--- src/rtl/maj_pkg.sv ---
// Shared constants and types for the majority-vote collector and its output slot.
// The state enum is decoded from live signals and used only by assertions.
package maj_pkg;
   localparam int N_VOTES_DEF        = 32;
   localparam int COUNT_W            = 6;
   localparam int TIMEOUT_CYCLES_DEF = 64;

   typedef enum logic [1:0] {
      EMPTY,
      FILLING,
      BLOCKED
   } maj_state_e;
endpackage

--- src/rtl/maj_word_slot.sv ---
// One-entry registered output slot with valid/ready: load, hold under backpressure, drain.
// Reusable anywhere a single word must be presented downstream.
module maj_word_slot #(
   parameter int W = 32
) (
   input  logic         clk,
   input  logic         rst_n,
   input  logic         i_load,
   input  logic [W-1:0] i_data,
   input  logic         i_partial,
   input  logic         i_ready,
   output logic         o_valid,
   output logic [W-1:0] o_data,
   output logic         o_partial,
   output logic         o_free
);

   logic         r_valid;
   logic [W-1:0] r_data;
   logic         r_partial;

   assign o_valid   = r_valid;
   assign o_data    = r_data;
   assign o_partial = r_partial;
   assign o_free    = !r_valid || i_ready;

   // A load may coincide with a drain; the new word simply replaces the old one.
   always_ff @(posedge clk or negedge rst_n) begin
      if (!rst_n) begin
         r_valid   <= 1'b0;
         r_data    <= '0;
         r_partial <= 1'b0;
      end else if (i_load) begin
         r_valid   <= 1'b1;
         r_data    <= i_data;
         r_partial <= i_partial;
      end else if (i_ready) begin
         r_valid   <= 1'b0;
      end
   end

endmodule

--- src/rtl/majority_vote_collector.sv ---
// Serial-to-parallel vote collector: one vote per cycle in, one N_VOTES-bit word out.
// Define MAJ_COLLECT_TIMEOUT_EN to flush idle partial words after TIMEOUT_CYCLES.
module majority_vote_collector
   import maj_pkg::*;
#(
   parameter int N_VOTES        = N_VOTES_DEF,
   parameter int TIMEOUT_CYCLES = TIMEOUT_CYCLES_DEF
) (
   input  logic               clk,
   input  logic               rst_n,
   input  logic               clear,
   input  logic               vote_valid,
   input  logic               vote_bit,
   output logic               vote_ready,
   output logic [COUNT_W-1:0] vote_count,
   output logic               word_valid,
   input  logic               word_ready,
   output logic [N_VOTES-1:0] word_data,
   output logic               word_partial
);

   localparam int                 IDX_W = (N_VOTES > 1) ? $clog2(N_VOTES) : 1;
   localparam logic [COUNT_W-1:0] LAST  = COUNT_W'(N_VOTES - 1);

   if (N_VOTES < 2 || N_VOTES > 32 || TIMEOUT_CYCLES < 1) begin : g_paramCheck
      $error("majority_vote_collector: N_VOTES must be 2..32 and TIMEOUT_CYCLES >= 1");
   end

   logic [COUNT_W-1:0] r_count;
   logic [N_VOTES-1:0] r_asm;
   logic [IDX_W-1:0]   w_idx;
   logic               w_slotFree;
   logic               w_accept;
   logic               w_complete;
   logic               w_flush;
   logic               w_load;
   logic               w_loadPartial;
   logic [N_VOTES-1:0] w_loadData;
   maj_state_e         w_state;

   assign w_idx      = r_count[IDX_W-1:0];
   assign vote_ready = !clear && ((r_count < LAST) || w_slotFree);
   assign w_accept   = vote_valid && vote_ready;
   assign w_complete = w_accept && (r_count == LAST);
   assign w_load     = w_complete || w_flush;
   assign vote_count = r_count;

   // The final vote bypasses the assembly register so the word loads on the same edge.
   always_comb begin
      w_loadData = r_asm;
      if (w_complete) begin
         w_loadData[N_VOTES-1] = vote_bit;
      end
   end

   always_ff @(posedge clk or negedge rst_n) begin
      if (!rst_n) begin
         r_count <= '0;
         r_asm   <= '0;
      end else if (clear || w_load) begin
         r_count <= '0;
         r_asm   <= '0;
      end else if (w_accept) begin
         r_count      <= r_count + COUNT_W'(1);
         r_asm[w_idx] <= vote_bit;
      end
   end

`ifdef MAJ_COLLECT_TIMEOUT_EN
   localparam int              IDLE_W   = $clog2(TIMEOUT_CYCLES + 1);
   localparam logic [IDLE_W-1:0] IDLE_MAX = IDLE_W'(TIMEOUT_CYCLES);

   logic [IDLE_W-1:0] r_idle;

   assign w_flush       = (r_idle == IDLE_MAX) && w_slotFree && !w_accept && !clear
                          && (r_count != '0);
   assign w_loadPartial = w_flush;

   // Saturates at the limit so a flush blocked by backpressure fires once the slot frees.
   always_ff @(posedge clk or negedge rst_n) begin
      if (!rst_n) begin
         r_idle <= '0;
      end else if (w_accept || clear || (r_count == '0) || w_flush) begin
         r_idle <= '0;
      end else if (r_idle != IDLE_MAX) begin
         r_idle <= r_idle + IDLE_W'(1);
      end
   end
`else
   assign w_flush       = 1'b0;
   assign w_loadPartial = 1'b0;
`endif

   maj_word_slot #(
      .W(N_VOTES)
   ) u_slot (
      .clk      (clk),
      .rst_n    (rst_n),
      .i_load   (w_load),
      .i_data   (w_loadData),
      .i_partial(w_loadPartial),
      .i_ready  (word_ready),
      .o_valid  (word_valid),
      .o_data   (word_data),
      .o_partial(word_partial),
      .o_free   (w_slotFree)
   );

   always_comb begin
      w_state = FILLING;
      if (r_count == '0 && !word_valid) begin
         w_state = EMPTY;
      end else if (r_count == LAST && word_valid && !word_ready) begin
         w_state = BLOCKED;
      end
   end

   a_blockedStalls: assert property (@(posedge clk) disable iff (!rst_n)
      (w_state == BLOCKED) |-> !vote_ready);
   a_countInRange: assert property (@(posedge clk) disable iff (!rst_n)
      r_count <= LAST);

endmodule

--- config.mk ---
export PLATFORM = sky130hd
export DESIGN_NAME = majority_vote_collector
export DESIGN_NICKNAME = d
export VERILOG_FILES = /design/src/rtl/maj_pkg.sv /design/src/rtl/maj_word_slot.sv /design/src/rtl/majority_vote_collector.sv
export SDC_FILE = /design/constraint.sdc
export NUM_CORES = 1
export LEC_CHECK = 0
export BUFFER_PORTS_ARGS = -buffer_cell sky130_fd_sc_hd__buf_2
export CORE_ASPECT_RATIO = 1.25
export CORE_UTILIZATION = 45
export CTS_CLUSTER_DIAMETER = 150
export DETAILED_ROUTE_END_ITERATION = 10
export HOLD_SLACK_MARGIN = 0.06
export PLACE_DENSITY_LB_ADDON = 0.15
export SETUP_SLACK_MARGIN = 0.05
export SYNTH_ARGS = -nofsm -noshare
export SYNTH_HDL_FRONTEND = slang
export SYNTH_SLANG_ARGS = --single-unit
--- constraint.sdc ---
create_clock -name clk -period 5.4 [get_ports clk]
set_input_delay 1.08 -clock clk [delete_from_list [all_inputs] [get_ports clk]]
set_output_delay 1.08 -clock clk [all_outputs]
set_load 0.05 [all_outputs]
-- Word level (Yosys, flattened, before mapping)
Cells that the tools add are included.
- output and inout bits: 41
- input port bits: 6
- register bits: 71
- word-level logic and storage cells: 29
- reductions and logical operators: 11
- equality and inequality tests: 1
- order comparisons: 3
- mux-type cells: 9
- $add $sub $neg: 1
- operators by type and width (kind ; count):
    2-to-1 mux 32 bit ; 2
    bitwise mux 32 bit ; 1
    2-to-1 mux 6 bit ; 2
    adder 6 x 1 -> 6 bit, second input constant ; 1
    == test 6 x 5 -> 1 bit, second input constant ; 1
    < comparator 5 x 6 -> 1 bit, second input constant ; 1
    < comparator 6 x 5 -> 1 bit, second input constant ; 1
    demux 1 bit (select 5 bit) ; 1
    greater-or-equal comparator 5 x 1 -> 1 bit, second input constant ; 1
    logical AND 1 bit ; 4
    nonzero test 2 bit ; 2
    logical OR 1 bit ; 3
    2-to-1 mux 1 bit ; 3
    logical NOT 1 bit ; 2

-- Depth between registers and ports, before layout
- depth in word-level cells: 8
- depth in mapped cells: 7
- gate-level depth less buffers: 6

-- By module
A second synthesis with hierarchy kept.
- cells, all modules: 284
- area, all modules: 3464.6 µm²
- modules (own cells, without submodules) (module ; times used ; area each (µm²) ; seq. area each (µm²) ; cells an instance):
    majority_vote_collector ; 1 ; 2049.5 ; 950.9 ; 211
    maj_word_slot ; 1 ; 1415.1 ; 850.8 ; 73

-- Least setup slack after synthesis
OpenSTA, ideal clock, no wires.
- path kind: input -> output
- start point: in word_ready
- end point: out vote_ready
- arrival: 2.123 ns
- path buffers: 1
- data required time: 4.320 ns
- stages: 3
- slack: 2.197 ns
- cells stage by stage: nor2b_1 -> buf_2 -> a21oi_1
- longest elaborated chain between the ends: 3
- ends and longest elaborated chain (item ; line ; source):
    start: declaration ; majority_vote_collector.sv:17 ; input logic word_ready,
    logical OR 1 bit ; maj_word_slot.sv:25 ; assign o_free = !r_valid || i_ready;
    logical OR 1 bit ; majority_vote_collector.sv:42 ; assign vote_ready = !clear && ((r_count < LAST) || w_slotFree);
    logical AND 1 bit ; majority_vote_collector.sv:42 ;
    end: declaration ; majority_vote_collector.sv:14 ; output logic vote_ready,
Every way passes these cells.

-- Worst setup path in the final report
Ends and elaborated chain as after synthesis.

==> results.json <==
{
  "start_util_pct": 46.83,
  "hold_violations": 0,
  "drt_wl_total_um": 6702,
  "power_density_nw_per_um2": 290.8,
  "via_per_inst": 5.441,
  "max_cap_viol_count": 0,
  "grt_start_max_net_pins": 71,
  "r2r_cells": 4,
  "hold_class": "reg2reg",
  "cp_data_required_time_ns": 4.32,
  "cts-hold-fix-buffers": 0,
  "status": "finished, final reports clean",
  "numClockSinks": 70,
  "async_reset_ff_share_pct": 100.0,
  "die_w_um": 78.44,
  "cts_root_buffer": "clkbuf_8",
  "end_kind": "output port",
  "globalRouteOverflowTotal": 0,
  "worstSetupStartpointType": "input pin",
  "clk_latency_ns": 0.35,
  "diodes": 0,
  "r2r-start": "u_slot.o_valid",
  "layout_common_cells": "dfrtp_1 (70), nand2_1 (46), buf_2 (45), mux2_4 (20), mux2i_1 (19)",
  "rrSetupSlack_ns": 2.72,
  "wl_per_cell_um": 16.59,
  "clock.fmax_mhz": 287.8,
  "area_delta_synth_final_pct": 14.85,
  "nets": 319,
  "p_leak_nw": 1.920,
  "route.detailed.drc": 0,
  "dp_hpwl_um": 4317,
  "irDropWorstVdd_v": 0.0001695,
  "drt.antenna.violating_nets": 0,
  "hold_path_depth": 1,
  "tns_ns": 0,
  "cts.clk_slew.worst_paths_ns": 0.07,
  "setup_viol": 0,
  "setup_ws_ns": 1.925,
  "relSlewSlack_pct": 26.25,
  "vias": 2198,
  "path_delay_family": "simple AND/OR/NAND/NOR gates",
  "synth-seq-cells": 70,
  "cts_buffer_depth": 2,
  "cp-startpoint": "word_ready",
  "ys_seq_area_share_pct": 53.29,
  "numCtsBuffers": 9,
  "cpMaxStageDelayCell": "nor2b_1",
  "grt_first_pass_wirelength_um": 11320,
  "grt_pass1_vias": 2146,
  "syn_nets": 278,
  "dieHeight_um": 97.56,
  "dieArea_um2": 7652,
  "antenna_found_initial": 0,
  "path_max_fanout": 13,
  "gp_congestion": 0.8139,
  "synth_flop_cell": "dfrtp_1",
  "cp_slowest_stage_delay_ns": 0.83,
  "drtIter0Drc": 85,
  "drv_slew": 0,
  "tightest_slew_ns": 1.104,
  "period_share_pct": 64.35,
  "syn-cell-area_um2": 3287,
  "post-place-ws_ns": 1.871,
  "io_buffers": 45,
  "avgSynthCellArea_um2": 12.26,
  "ys_warn_count": 0,
  "fin_cells": 404,
  "postCtsSetupBuffers": 0,
  "arrival_ns": 2.39,
  "io_pins": 47,
  "hold_path_end": "u_slot.o_data[26]",
  "min_from": "u_slot.o_data[26]",
  "final_common_cell": "dfrtp_1",
  "path_depth": 4,
  "cp_common_cell": "buf_2",
  "synth_edf_count": 0,
  "crit_buf_inv": 2,
  "dpl.cell_count": 388,
  "grt_util_all_layers_pct": 19.42,
  "syn_inst": 268,
  "crit_chain": "buf_2, nor2b_1, a21oi_1, buf_2",
  "drt_first_pass_iters": 4,
  "r2r_end": "r_asm[19]",
  "rows": 34,
  "cts.repair.resized": 0,
  "clock_skew_ns": 0.006182,
  "grt_setup_unrepaired": "no",
  "yosysUniqueCellTypes": 41,
  "post-route-min-period_ns": 3.475,
  "cts-htree-levels": 3,
  "crit_type": "in2out",
  "coreArea_um2": 7019,
  "final_core_util_pct": 53.78,
  "cts_tree": "yes",
  "drive_above_1_share_pct": 30.57
}
-- final cells by class --
type / count / area [um^2]
fill: 662 / 3244
tap: 90 / 112.6
clock inverter: 6 / 108.9
timing repair buffer: 49 / 255.2
inverter: 3 / 11.26
clock buffer: 10 / 127.6
multi-input combinational: 176 / 1408
sequential: 70 / 1752
-- sequential cells by signal, summed over array words and instances (netlist names) --
signal	flops
u_slot.o_data	32
r_asm	31
u_slot.o_valid	1
vote_count	6
-- worst register-to-register path, stage by stage, from the launching register on --
cell and delay (ns):
dfrtp_1 0.34, nor2b_1 0.87, o31a_1 0.75, nand2_2 0.39, mux2i_1 0.24
-- cell families after synthesis --
group,share of synthesized area [%]
AND/OR/NAND/NOR,11.72
multiplexers,19.03
other,0.1141
buffers and inverters,3.883
adder cells (fa/ha/maj),1.523
AO/OA/AOI/OAI,9.631
XOR/XNOR,0.7995
flip-flops,53.29
-- synth_stat cells, types with 2 or more instances --
cell,instances,area [um^2]
inv_1,3,11.26
nor2b_1,4,25.02
mux2_2,3,33.78
dfrtp_1,70,1752
and3b_1,2,17.52
buf_6,3,33.78
mux2i_1,19,190.2
nand2_1,46,172.7
nor2_1,5,18.77
o221ai_1,3,26.28
mux2_4,20,300.3
ha_1,4,50.05
buf_2,12,60.06
nand3b_1,4,30.03
nor3b_1,3,22.52
buf_1,2,7.510
buf_4,2,15.01
mux2_1,9,101.4
xnor2_1,3,26.28
a21oi_1,15,75.07
nand2b_1,2,12.51
a311oi_1,15,131.4
-- metrics by stage --
stage                     hold WS (ns)  power (mW)  instance area, um^2
after floorplan                 0.4641      0.5768                 3287
after CTS                       0.4915       1.110                 3775
after global routing            0.5227       1.136                 3775
after global placement          0.4656      0.6011                 3538
after detailed placement        0.4737      0.6016                 3538
final                           0.4854       1.098                 3775
-- report_power, final --
| part | internal (mW) | switching [mW] |
|---|---|---|
| clock network | 0.307 | 0.201 |
| logic | 0.0136 | 0.0454 |
| registers | 0.527 | 0.00380 |
| total | 0.848 | 0.250 |
-- worst max path at each step --
stage                 endpoint
finish              vote_ready
CTS                 vote_ready
detailed placement   r_asm[24]
global placement    vote_ready
global route        vote_ready
floorplan           vote_ready
-- metal layers --
layer  share of wire [%]  GRT usage [%]  vias up
li1                    -              -     1037
met1                  46          26.90     1095
met2                  48          29.49       56
met3                 4.0          2.911       10
met4                 1.7          9.829        0
met5                   0              0        -
Note: power is estimated with default switching activity, not from simulation.
